--- config.mk ---
export PLATFORM = sky130hd
export DESIGN_NAME = bitslice_sort_ctrl
export DESIGN_NICKNAME = d
export VERILOG_FILES = /design/src/rtl/bitslice_sort_ctrl.sv
export SDC_FILE = /design/constraint.sdc
export NUM_CORES = 1
export LEC_CHECK = 0
export BUFFER_PORTS_ARGS = -buffer_cell sky130_fd_sc_hd__buf_2
export CORE_ASPECT_RATIO = 2
export CORE_UTILIZATION = 41
export DETAILED_ROUTE_END_ITERATION = 12
export PLACE_DENSITY = 0.72
export SLEW_MARGIN = 10
export SYNTH_ARGS = -nofsm -noshare
export SYNTH_HDL_FRONTEND = slang
export SYNTH_SLANG_ARGS = --single-unit
--- constraint.sdc ---
create_clock -name clk -period 3.55 [get_ports clk]
set_input_delay 0 -clock clk [delete_from_list [all_inputs] [get_ports clk]]
set_output_delay 0 -clock clk [all_outputs]
set_load 0.02 [all_outputs]
--- src/rtl/bitslice_sort_ctrl.sv ---
// Comparator-free sorter control: loads a batch into the unsorted-element memory and emits it in signed order
// by narrowing a candidate mask over bit columns, MSB first. Define DESCEND_EN for descending order.
module bitslice_sort_ctrl #(
    parameter int DATA_WIDTH       = 8,
    parameter int ELEMENT_NUM      = 16,
    parameter int LOG2_ELEMENT_NUM = 4,
    parameter int LOG2_DATA_WIDTH  = 3
) (
    input  logic                        clk,
    input  logic                        rst,
    input  logic                        in_valid,
    input  logic [DATA_WIDTH-1:0]       in_data,
    output logic                        in_ready,
    output logic                        um_in_valid,
    output logic [DATA_WIDTH-1:0]       um_in_data,
    output logic [LOG2_ELEMENT_NUM-1:0] UM_addr,
    output logic [LOG2_DATA_WIDTH-1:0]  bit_addr,
    input  logic [ELEMENT_NUM-1:0]      bit_data,
    input  logic [DATA_WIDTH-1:0]       um_out_data,
    output logic                        out_valid,
    output logic [DATA_WIDTH-1:0]       out_data,
    output logic [LOG2_ELEMENT_NUM-1:0] out_idx,
    output logic                        done
);

    localparam logic [1:0] ST_IDLE = 2'd0;
    localparam logic [1:0] ST_LOAD = 2'd1;
    localparam logic [1:0] ST_SCAN = 2'd2;
    localparam logic [1:0] ST_EMIT = 2'd3;

    localparam logic [ELEMENT_NUM-1:0]      ALL_ONES = {ELEMENT_NUM{1'b1}};
    localparam logic [ELEMENT_NUM-1:0]      ALL_ZERO = {ELEMENT_NUM{1'b0}};
    localparam logic [ELEMENT_NUM-1:0]      ONE_HOT0 = {{(ELEMENT_NUM-1){1'b0}}, 1'b1};
    localparam logic [LOG2_DATA_WIDTH-1:0]  TOP_BIT  = LOG2_DATA_WIDTH'(DATA_WIDTH - 1);
    localparam logic [LOG2_DATA_WIDTH-1:0]  BIT_ZERO = {LOG2_DATA_WIDTH{1'b0}};
    localparam logic [LOG2_ELEMENT_NUM-1:0] IDX_ZERO = {LOG2_ELEMENT_NUM{1'b0}};
    localparam logic [LOG2_ELEMENT_NUM-1:0] IDX_ONE  = LOG2_ELEMENT_NUM'(1);
    localparam logic [LOG2_ELEMENT_NUM-1:0] LAST_IDX = LOG2_ELEMENT_NUM'(ELEMENT_NUM - 1);

    // Lowest set index of a mask; the lowest index wins so equal keys leave in UM order.
    function automatic logic [LOG2_ELEMENT_NUM-1:0] lowest_idx(input logic [ELEMENT_NUM-1:0] m);
        logic [LOG2_ELEMENT_NUM-1:0] r;
        r = IDX_ZERO;
        for (int i = ELEMENT_NUM - 1; i >= 0; i--) begin
            if (m[i]) begin
                r = LOG2_ELEMENT_NUM'(i);
            end else begin
                r = r;
            end
        end
        return r;
    endfunction

    logic [1:0]                  state_r,     state_nxt_s;
    logic [LOG2_ELEMENT_NUM-1:0] count_r,     count_nxt_s;
    logic [ELEMENT_NUM-1:0]      used_r,      used_nxt_s;
    logic [ELEMENT_NUM-1:0]      cand_r,      cand_nxt_s;
    logic                        out_valid_r, out_valid_nxt_s;
    logic [DATA_WIDTH-1:0]       out_data_r,  out_data_nxt_s;
    logic [LOG2_ELEMENT_NUM-1:0] out_idx_r,   out_idx_nxt_s;
    logic                        done_r,      done_nxt_s;
    logic [LOG2_ELEMENT_NUM-1:0] um_addr_r,   um_addr_nxt_s;
    logic [LOG2_DATA_WIDTH-1:0]  bit_addr_r,  bit_addr_nxt_s;

    logic                        ready_s;
    logic                        accept_s;
    logic [ELEMENT_NUM-1:0]      zero_s;
    logic [ELEMENT_NUM-1:0]      cand_scan_s;
    logic [ELEMENT_NUM-1:0]      used_sel_s;

    assign ready_s     = (state_r == ST_IDLE) || (state_r == ST_LOAD);
    assign accept_s    = in_valid & ready_s;
    assign in_ready    = ready_s;
    assign um_in_valid = accept_s;
    assign um_in_data  = in_data;
    assign UM_addr     = um_addr_r;
    assign bit_addr    = bit_addr_r;
    assign out_valid   = out_valid_r;
    assign out_data    = out_data_r;
    assign out_idx     = out_idx_r;
    assign done        = done_r;

    // Column filter: keep candidates whose (sign-corrected) bit is the preferred value, unless none have it.
`ifdef DESCEND_EN
    assign zero_s = cand_r & bit_data;
`else
    assign zero_s = cand_r & ~bit_data;
`endif
    assign cand_scan_s = (zero_s != ALL_ZERO) ? zero_s : cand_r;
    assign used_sel_s  = used_r | (ONE_HOT0 << um_addr_r);

    // Next-state logic; UM_addr is loaded with the winner on the final scan cycle so EMIT reads it directly.
    always_comb begin
        state_nxt_s     = state_r;
        count_nxt_s     = count_r;
        used_nxt_s      = used_r;
        cand_nxt_s      = cand_r;
        out_valid_nxt_s = 1'b0;
        out_data_nxt_s  = out_data_r;
        out_idx_nxt_s   = out_idx_r;
        done_nxt_s      = 1'b0;
        um_addr_nxt_s   = um_addr_r;
        bit_addr_nxt_s  = bit_addr_r;
        case (state_r)
            ST_IDLE, ST_LOAD: begin
                if (accept_s) begin
                    used_nxt_s     = ALL_ZERO;
                    cand_nxt_s     = ALL_ONES;
                    bit_addr_nxt_s = TOP_BIT;
                    if (count_r == LAST_IDX) begin
                        state_nxt_s   = ST_SCAN;
                        count_nxt_s   = IDX_ZERO;
                        um_addr_nxt_s = IDX_ZERO;
                    end else begin
                        state_nxt_s   = ST_LOAD;
                        count_nxt_s   = count_r + IDX_ONE;
                        um_addr_nxt_s = count_r + IDX_ONE;
                    end
                end else begin
                    um_addr_nxt_s = count_r;
                end
            end
            ST_SCAN: begin
                cand_nxt_s = cand_scan_s;
                if (bit_addr_r == BIT_ZERO) begin
                    state_nxt_s   = ST_EMIT;
                    um_addr_nxt_s = lowest_idx(cand_scan_s);
                end else begin
                    bit_addr_nxt_s = bit_addr_r - LOG2_DATA_WIDTH'(1);
                end
            end
            ST_EMIT: begin
                out_valid_nxt_s = 1'b1;
                out_data_nxt_s  = um_out_data;
                out_idx_nxt_s   = um_addr_r;
                used_nxt_s      = used_sel_s;
                if (used_sel_s == ALL_ONES) begin
                    done_nxt_s    = 1'b1;
                    state_nxt_s   = ST_IDLE;
                    count_nxt_s   = IDX_ZERO;
                    um_addr_nxt_s = IDX_ZERO;
                end else begin
                    cand_nxt_s     = ~used_sel_s;
                    bit_addr_nxt_s = TOP_BIT;
                    state_nxt_s    = ST_SCAN;
                end
            end
            default: begin
                state_nxt_s   = ST_IDLE;
                count_nxt_s   = IDX_ZERO;
                um_addr_nxt_s = IDX_ZERO;
            end
        endcase
    end

    // State and output registers; reset aborts any batch in flight.
    always_ff @(posedge clk or negedge rst) begin
        if (!rst) begin
            state_r     <= ST_IDLE;
            count_r     <= IDX_ZERO;
            used_r      <= ALL_ZERO;
            cand_r      <= ALL_ZERO;
            out_valid_r <= 1'b0;
            out_data_r  <= {DATA_WIDTH{1'b0}};
            out_idx_r   <= IDX_ZERO;
            done_r      <= 1'b0;
            um_addr_r   <= IDX_ZERO;
            bit_addr_r  <= BIT_ZERO;
        end else begin
            state_r     <= state_nxt_s;
            count_r     <= count_nxt_s;
            used_r      <= used_nxt_s;
            cand_r      <= cand_nxt_s;
            out_valid_r <= out_valid_nxt_s;
            out_data_r  <= out_data_nxt_s;
            out_idx_r   <= out_idx_nxt_s;
            done_r      <= done_nxt_s;
            um_addr_r   <= um_addr_nxt_s;
            bit_addr_r  <= bit_addr_nxt_s;
        end
    end

endmodule

==> results of run 1 <==
==> layout make-up <==
type                    instances  area share [%]
inverters                      29            2.59
multi-input cells             296            41.1
well taps                      98            2.92
flip-flops and latches         59            35.2
repair buffers                 65            9.24
clock inverters                 4            2.86
clock buffers                  12            6.11
==> logic make-up (layout without fill, tap and decap cells) <==
kind of cell,count (synthesis),in the layout
AOI/OAI and AO/OA,124,124
xor gates and xnor gates,3,3
adders and majority gates,3,3
buffers and inverters,54,110
DFF,59,59
muxes,2,2
and+or+nand+nor,164,164
==> what timing repair did <==
action / in CTS / in global routing
endpoints found under the hold margin: 46 / 0
hold buffers: 9 / 0
setup buffers: 0 / 0
==> per-stage QoR <==
step                      utilization [%]  power, mW  cell area, µm²  std cells  setup WS (ns)
final                                50.6       3.18            4200        563          0.742
after global routing                 50.6       3.34            4200        563          0.507
after CTS                            50.6       3.18            4200        563          0.746
after detailed placement             45.0       2.07            3730        538          0.756
after global placement               45.0       2.04            3730        538          0.841
after floorplan                         -       1.76            3490        409           1.21
==> layer usage <==
layer  global-route usage (%)  vias to the layer above  part of all wire (%)
met1                     25.7                     1553                    37
met2                     41.7                      130                    54
met5                        0                        -                     0
met3                     6.12                       37                   4.3
met4                     15.5                        0                   4.8
li1                         -                     1522                     -
==> Yosys cell counts (2+ instances only) <==
library cell / number / area [µm²]
a211oi_1: 2 / 15.0
a21boi_0: 3 / 22.5
a21boi_1: 2 / 15.0
a21o_1: 11 / 82.6
a21oi_1: 28 / 140
a222oi_1: 2 / 20.0
a22oi_1: 2 / 15.0
a31oi_1: 4 / 25.0
and4_1: 2 / 17.5
and4b_1: 3 / 30.0
buf_4: 13 / 97.6
buf_6: 5 / 56.3
clkbuf_1: 6 / 22.5
dfrtp_1: 59 / 1480
ha_1: 3 / 37.5
inv_1: 29 / 109
mux2i_1: 2 / 20.0
nand2_1: 84 / 315
nand2b_1: 10 / 62.6
nand3_1: 6 / 30.0
nand4_1: 4 / 25.0
nor2_1: 27 / 101
nor2b_1: 6 / 37.5
nor3_1: 3 / 15.0
nor3b_1: 3 / 22.5
nor4bb_1: 4 / 40.0
o2111a_1: 2 / 22.5
o211ai_1: 2 / 15.0
o21ai_0: 44 / 220
o22ai_2: 5 / 62.6
o2bb2ai_1: 3 / 26.3
xor2_1: 3 / 26.3
==> power by group through the flow <==
stage | Sequential [mW] | Clock, mW | Combinational, mW
2_1_floorplan | 1.10 | 0 | 0.660
3_3_place_gp | 1.04 | 0 | 0.999
3_5_place_dp | 1.05 | 0 | 1.02
4_1_cts | 1.04 | 1.10 | 1.03
5_1_grt | 1.07 | 1.14 | 1.13
6_report | 1.05 | 1.10 | 1.03
==> critical path: cells and delay by family (launching register included) <==
kind            cells  cell delay (ns)
compound gates      4             1.04
simple gates        4             0.99
flops               1             0.68
==> path summary, 6_finish.rpt <==
check	slack, ns	cells past startpoint	start	endpoint
setup / recovery	0.74	8	UM_addr[2]$_DFFE_PN0P_	bit_addr[0]$_DFFE_PN0P_
hold / removal	0.000008	0	in_data[3]	um_in_data[3]
setup reg to reg	0.74	8	UM_addr[2]$_DFFE_PN0P_	bit_addr[0]$_DFFE_PN0P_
hold reg to reg	0.47	2	out_data[0]$_DFFE_PN0P_	out_data[0]$_DFFE_PN0P_
max in group asynchronous	2.36	3	rst	used_r[5]$_DFFE_PN0P_
min in group asynchronous	0.33	2	rst	count_r[1]$_DFFE_PN0P_
==> state kept, by name, indices dropped and copies added, names as in the netlist <==
register and cells:
out_valid 1, done 1, used_r 16, bit_addr 3, out_idx 4, out_data 8
UM_addr 4, count_r 4, cand_r 16, state_r 2
==> cells in the final DEF, fill, tap and decap left out, types with 10 or more instances in the layout <==
cell type | synthesis | layout
nand2_1 | 84 | 84
dfrtp_1 | 59 | 59
buf_2 | 1 | 49
o21ai_0 | 44 | 44
inv_1 | 29 | 29
a21oi_1 | 28 | 28
nor2_1 | 27 | 27
a21o_1 | 11 | 11
nand2b_1 | 10 | 10
==> metrics.txt, run 1 <==
Synthesized Nets around 450; Setup Skew ~0.0099 ns; Post-DRT Antenna Nets 0; vias in the first global route between 3000 and 4000; Slowest-stage cell, CP dfrtp_1; IO Count 66; FILL cells around 770; H-tree Lvls 3; Starting Density 42.1%; Max Root-Sink Buffers 2; Worst Path Required between 3 and 4 ns; DRC viols 0; Nets 498; post-detailed-placement half-perimeter wirelength a little over 7 mm; syn_area_per_cell 8.54 µm²; # rows 47; largest family of logic cells by synthesized area compound AO/OA/AOI/OAI gates; Worst-path clk slew 0.05 ns; fin crit period 2.81 ns; CP peak stage delay 0.68 ns; gr usage total 24.6%; synthesized instance count 409; status finished clean; Least-Margin Pin Slew 0.899 ns; Yosys reg bits 59; routed vias 3242; Synth Area in Adders 1.07%; core area 0.00829 mm²; Post-Synth XOR/XNOR Area 0.752%; Die X ~67 µm; Peak VDD IR 0.630 mV; ys async rst share 100%; CTS Root Cell clkbuf_16; Leak about 2.1 nW; Iter 0 DRT Violations 254; Power Dens Cells roughly 760 mW/mm²; max cap viols 0; count of final max-slew check failures 0; clock power share 34.5%; Sw Share 36.4%; Post-Synth Simple-Gate Area about a quarter; global route total overflow 0; proportion of synthesized area in mux cells less than 1%; clk sinks 59; Yosys warning count 0; first-pass GRT wire length 16.0 mm; worst-path maximum fanout 22; drt first pass iters 4; Multi-input gate area 0.00173 mm²; critical path endpoint category register; Hold Crit Class in2out; GPL Wtd Cong 0.939; endpoints failing setup 0; setup TNS 0 ns; crit-path cells nand2b_1, nand4b_1, a222oi_1, nand4_1, or2_4, o21ai_4, a21oi_1, a21o_1; P_int 2.02 mW; Worst Hold Slack roughly 0.0000077 ns; Setup crit start kind register; Final Hold Fails 0; Worst Setup Path Type reg2reg; area grow syn2layout 20.2%; layout cells sized above 1 18.5%; CTS Buf Count 9; worst skew pair latency 0.33 ns; RSZ-0062 raised after global routing false; post_cts resized 0; Switch Pwr 1.16 mW; vias per cell about 5.8; number of synthesized flops with an enable pin 0; initial antenna violation count 0; part of the Yosys area used for sequential elements 42.3%; final period utilization 79.1%; combinational share of power 32.5%; area occupied by registers 0.00148 mm²; synthesized area 0.00349 mm²; Port Buf Inserts 49; DRT Wirelength 9.94 mm; Synth Area in Compound Gates 23.8%; Antenna diodes 0; Slew headroom 40.0%; CTS tree built; Cell variety after synth 59; Top FF cell, synth dfrtp_1; Die H 133 µm; Peak Freq 356 MHz; sequential share of power 33.0%; Critical Path AT 3.03 ns; pin count of the biggest net entering global routing 40; WL per Instance 17.7 µm; die area 0.00891 mm²
(Power assumes the default switching activity.)
==> run 2, diff against run 1 <==
Clock period 3.55 ns to 2.6 ns, I/O delays scaled along.
==> run 2 against run 1 <==
Against the previous run:
- worst setup slack worse by 0.58 ns
- via count is 0.74% higher
- global-route usage hardly changed
- largest power group is now combinational logic
==> metrics.txt, run 2 (synthesized netlist as in run 1, its figures left out) <==
CTS Buf Count 9; DRC viols 0; GPL Wtd Cong 0.952; commonest non-fill, non-tap cell in the layout nand2_1; endpoints failing setup 0; Post-DRT Antenna Nets 0; worst slack, placed -0.0145 ns; vias per cell approximately 5.6; Least-Margin Pin Slew 0.501 ns; worst-path maximum fanout 15; RSZ-0062 raised after global routing false; Final Hold Fails 0; worst reg-to-reg path cell count 10; die area 0.00891 mm²; global route total overflow 0; Sw Share approximately two fifths; H-tree Lvls 3; placed cell count ~560; final setup margin 0.166 ns; Leak between 2 and 2.5 nW; initial antenna violation count 0; # rows 47; critical path endpoint category register; WL per Instance about 17 µm; most frequent cells in the layout 84 x nand2_1, 55 x dfrtp_1, 49 x buf_2; routed vias 3266; final period utilization a little over nine tenths; combinational share of power between 30% and 40%; post-detailed-placement half-perimeter wirelength approximately 7.5 mm; Critical Path AT between 2 and 3 ns; Starting Density 42.1%; Worst Setup Path Type reg2reg; Worst Hold Slack between 0.000008 and 0.000009 ns; Setup crit start kind register; max cap viols 0; CTS Root Cell clkbuf_16; Max Root-Sink Buffers 2; Port Buf Inserts 49; Worst-path clk slew 0.05 ns; DRT Wirelength 9.87 mm; Power Dens Cells 959 mW/mm²; Iter 0 DRT Violations 195; fin crit period 2.43 ns; Die H 133 µm; Antenna diodes 0; area grow syn2layout 23.7%; Die X 67.3 µm; clk sinks 59; CTS tree built; Slew headroom about two thirds; drt first pass iters 4; Switch Pwr 1.59 mW; layout cells sized above 1 23.5%; first-pass GRT wire length roughly 16 mm; Setup Skew 0.00831 ns; Worst Path Required around 2.8 ns; sequential share of power a little over a third; Hold Crit Class in2out; worst skew pair latency 0.33 ns; count of final max-slew check failures 0; Nets 523; IO Count 66; Peak VDD IR 0.615 mV; gr usage total 24.6%; pin count of the biggest net entering global routing 40; status finished clean; clock power share 26.8%; hold depth 0; final std cells w/o fill 587; P_int 2.55 mW; core area about 0.0083 mm²; vias in the first global route 3387; Peak Freq 411 MHz
[run 2: cell type report]
type,count,area [µm²]
clock buffers,13,270
clock inverters,2,10.0
fillers,761,3970
inverters,29,109
multi-input cells,296,1740
flip-flops and latches,59,1480
well taps,98,123
repair buffers,90,588
[run 2: per-stage QoR]
step                TNS [ns]  power, mW  utilization (%)  cell area [µm²]
floorplan                  0       2.40                -             3490
global placement           0       2.92             46.9             3890
detailed placement   -0.0240       2.95             46.9             3890
CTS                        0       4.10             51.4             4260
global route               0       4.39             52.1             4320
finish                     0       4.14             52.1             4320
[run 2: worst paths after layout]
| kind | start | to | slack (ns) |
|---|---|---|---|
| max in group asynchronous | rst | UM_addr[2]$_DFFE_PN0P_ | 1.54 |
| min in group asynchronous | rst | count_r[0]$_DFFE_PN0P_ | 0.16 |
| worst min register to register | out_data[3]$_DFFE_PN0P_ | out_data[3]$_DFFE_PN0P_ | 0.46 |
| worst min-delay path | in_data[3] | um_in_data[3] | 0.000009 |
| worst max-delay path | UM_addr[0]$_DFFE_PN0P_ | cand_r[15]$_DFFE_PN0P_ | 0.17 |
| worst max register to register | UM_addr[0]$_DFFE_PN0P_ | cand_r[15]$_DFFE_PN0P_ | 0.17 |
[run 2: repair_timing]
item / in CTS / in global routing
setup endpoints to repair: 2 / 19
endpoints found under the hold margin: 28 / 0
gates resized for setup: 0 / 6
setup buffers: 1 / 5
hold buffers: 9 / 0
pin swaps: 1 / 0
gates cloned: 0 / 0
[run 2: metal layers]
layer	up-vias	track usage, %	part of all wire, %
met3	37	4.40	3.7
met2	112	42.4	54
met5	-	0	0
met4	0	17.4	5.9
li1	1565	-	-
met1	1552	25.3	36
[run 2: critical path, cell delays in order (launching register included)]
cell and delay [ns]:
dfrtp_2 0.49, buf_4 0.19, inv_1 0.12, nand4b_1 0.13, a222oi_1 0.36, buf_4 0.18, nand4_1 0.12, buf_4 0.19
a21oi_1 0.14, buf_4 0.25, o21ai_0 0.14
[run 2: power by group through the flow]
stage               clock, mW  sequential [mW]  combinational, mW
floorplan                   0             1.50              0.902
global placement            0             1.45               1.47
detailed placement          0             1.46               1.50
CTS                      1.14             1.45               1.51
global route             1.18             1.49               1.73
finish                   1.11             1.45               1.59
==> run 3, diff against run 2 <==
Settings changed: SETUP_SLACK_MARGIN set to 0.2.
==> run 3 against run 2 <==
Against the previous run:
- fmax down 0.35%
- critical path depth unchanged
- first-iteration DRC count up 7.7%
- worst setup slack worse by 0.0085 ns
- clock skew about the same
- cell count up 1.5%
- sequential power about the same
- combinational power up 9%
- core utilization up 2.0 points
- clock power about the same
==> metrics.txt, run 3 (synthesized netlist as in run 1, its figures left out) <==
pin count of the biggest net entering global routing 40; Worst Setup Path Type reg2reg; CTS tree built; Worst Hold Slack 0.00000883 ns; Peak Freq 409 MHz; drt first pass iters 7; final period utilization 94.0%; first-pass GRT wire length about 16 mm; CTS Buf Count 9; Hold Crit Class in2out; worst skew pair latency 0.33 ns; Critical Path AT roughly 2.7 ns; clk sinks 59; fin crit period 2.44 ns; Slew headroom between 60% and 70%; max cap viols 0; Slowest-stage cell, CP dfrtp_2; worst r2r dst cand_r[3]$_DFFE_PN0P_; CTS Root Cell clkbuf_16; FILL cells approximately 740; DRT Wirelength 10.5 mm; area grow syn2layout 28.3%; Die H 133 µm; Post-DRT Antenna Nets 0; H-tree Lvls 3; Setup crit start kind register; gr usage total 24.6%; Reg2Reg Setup Slack 0.16 ns; Antenna diodes 0; worst-path maximum fanout 12; Design Power 4.28 mW; Power Dens Cells 955 mW/mm²; endpoints failing setup 0; GPL Wtd Cong approximately 0.95; core area 0.00829 mm²; WL per Instance 17.6 µm; Starting Density 42.1%; most frequent cells in the layout 84 x nand2_1, 55 x dfrtp_1, 49 x buf_2; Nets around 530; Final Hold Fails 0; hold_sp in_data[3]; Worst Path Required 2.85 ns; final setup margin 0.157 ns; worst slack, placed -0.0145 ns; post-detailed-placement half-perimeter wirelength 7.50 mm; Setup Skew 0.00853 ns; Least-Margin Pin Slew roughly 0.54 ns; worst reg-to-reg path cell count 10; vias per cell 5.66; count of final max-slew check failures 0; Peak VDD IR 0.650 mV; Max Root-Sink Buffers 2; layout cells sized above 1 26.5%; Multi-input gate area 0.00179 mm²; RSZ-0062 raised after global routing true; Worst-path clk slew 0.05 ns; critical path endpoint category register; initial antenna violation count 0; hold depth 0; Buf/Inv on CP 2; status finished clean; WHS Endpoint um_in_data[3]; Port Buf Inserts slightly below 50; global route total overflow 0; Die X 67.3 µm; area occupied by registers ~0.0015 mm²; DRC viols 0; routed vias 3371; # rows 47; IO Count 66; Final Util a little over half; die area roughly 0.0089 mm²; setup TNS 0 ns; CP top delay family simple AND/OR/NAND/NOR gates; CP peak stage delay 0.51 ns; Iter 0 DRT Violations 210; Reg-to-Reg Start UM_addr[3]$_DFFE_PN0P_; commonest non-fill, non-tap cell in the layout nand2_1; crit-path cells nand2_1, or3_1, a222oi_1, buf_4, nand4_1, or2_4, o21ai_4, buf_12, a21oi_1, o22ai_2; vias in the first global route 3389; Leak 2.28 nW
[run 3: cell type report]
cell class                      instances  share of cell area [%]
Sequential cell                        59                    33.1
Multi-Input combinational cell        296                    39.8
Clock inverter                          2                   0.223
Clock buffer                           13                    6.03
Inverter                               29                    2.43
Timing Repair Buffer                   99                    15.7
Tap cell                               98                    2.74
[run 3: power by group]
| group | switching [mW] | leakage, nW | internal [mW] |
|---|---|---|---|
| clock | 0.400 | 0.141 | 0.713 |
| sequential | 0.260 | 0.702 | 1.17 |
| combinational | 0.992 | 1.44 | 0.742 |
[run 3: worst max-delay path by stage]
stage                                  end  slack, ns                   start  depth (start not counted)
global placement    UM_addr[1]$_DFFE_PN0P_       0.03  UM_addr[2]$_DFFE_PN0P_                          9
global route        cand_r[15]$_DFFE_PN0P_       0.07  UM_addr[3]$_DFFE_PN0P_                         10
CTS                 UM_addr[1]$_DFFE_PN0P_       0.19  UM_addr[2]$_DFFE_PN0P_                         10
finish               cand_r[3]$_DFFE_PN0P_       0.16  UM_addr[3]$_DFFE_PN0P_                         10
detailed placement  UM_addr[0]$_DFFE_PN0P_      -0.01  UM_addr[2]$_DFFE_PN0P_                          9
floorplan            cand_r[1]$_DFFE_PN0P_       0.26  UM_addr[0]$_DFFE_PN0P_                         10
[run 3: what timing repair did]
item                       CTS  global route
hold endpoints to repair    28             0
buffers inserted             3             9
resized for setup            5            26
setup endpoints to repair   23            23
hold buffers                 9             0
gates cloned                 0             3
pin swaps                    1             5
[run 3: metal layers]
| layer | GRT usage (%) | up-vias | part of all wire, % | routed length [µm] |
|---|---|---|---|---|
| met3 | 4.40 | 50 | 5.1 | 538 |
| met5 | 0 | - | 0 | 0 |
| met2 | 42.6 | 155 | 53 | 5590 |
| li1 | - | 1591 | - | - |
| met4 | 17.4 | 0 | 7.0 | 730 |
| met1 | 25.3 | 1575 | 35 | 3640 |
[run 3: metrics by stage]
stage          cell area [µm²]  std cells
3_3_place_gp              3890        557
5_1_grt                   4480        596
4_1_cts                   4280        584
6_report                  4480        596
2_1_floorplan             3490        409
3_5_place_dp              3890        557
[run 3: worst register-to-register path, stage by stage, from the launching register on]
cell	delay [ns]
dfrtp_2	0.51
nand2_1	0.14
or3_1	0.32
a222oi_1	0.29
buf_4	0.18
nand4_1	0.13
or2_4	0.28
o21ai_4	0.14
buf_12	0.17
a21oi_1	0.06
o22ai_2	0.15
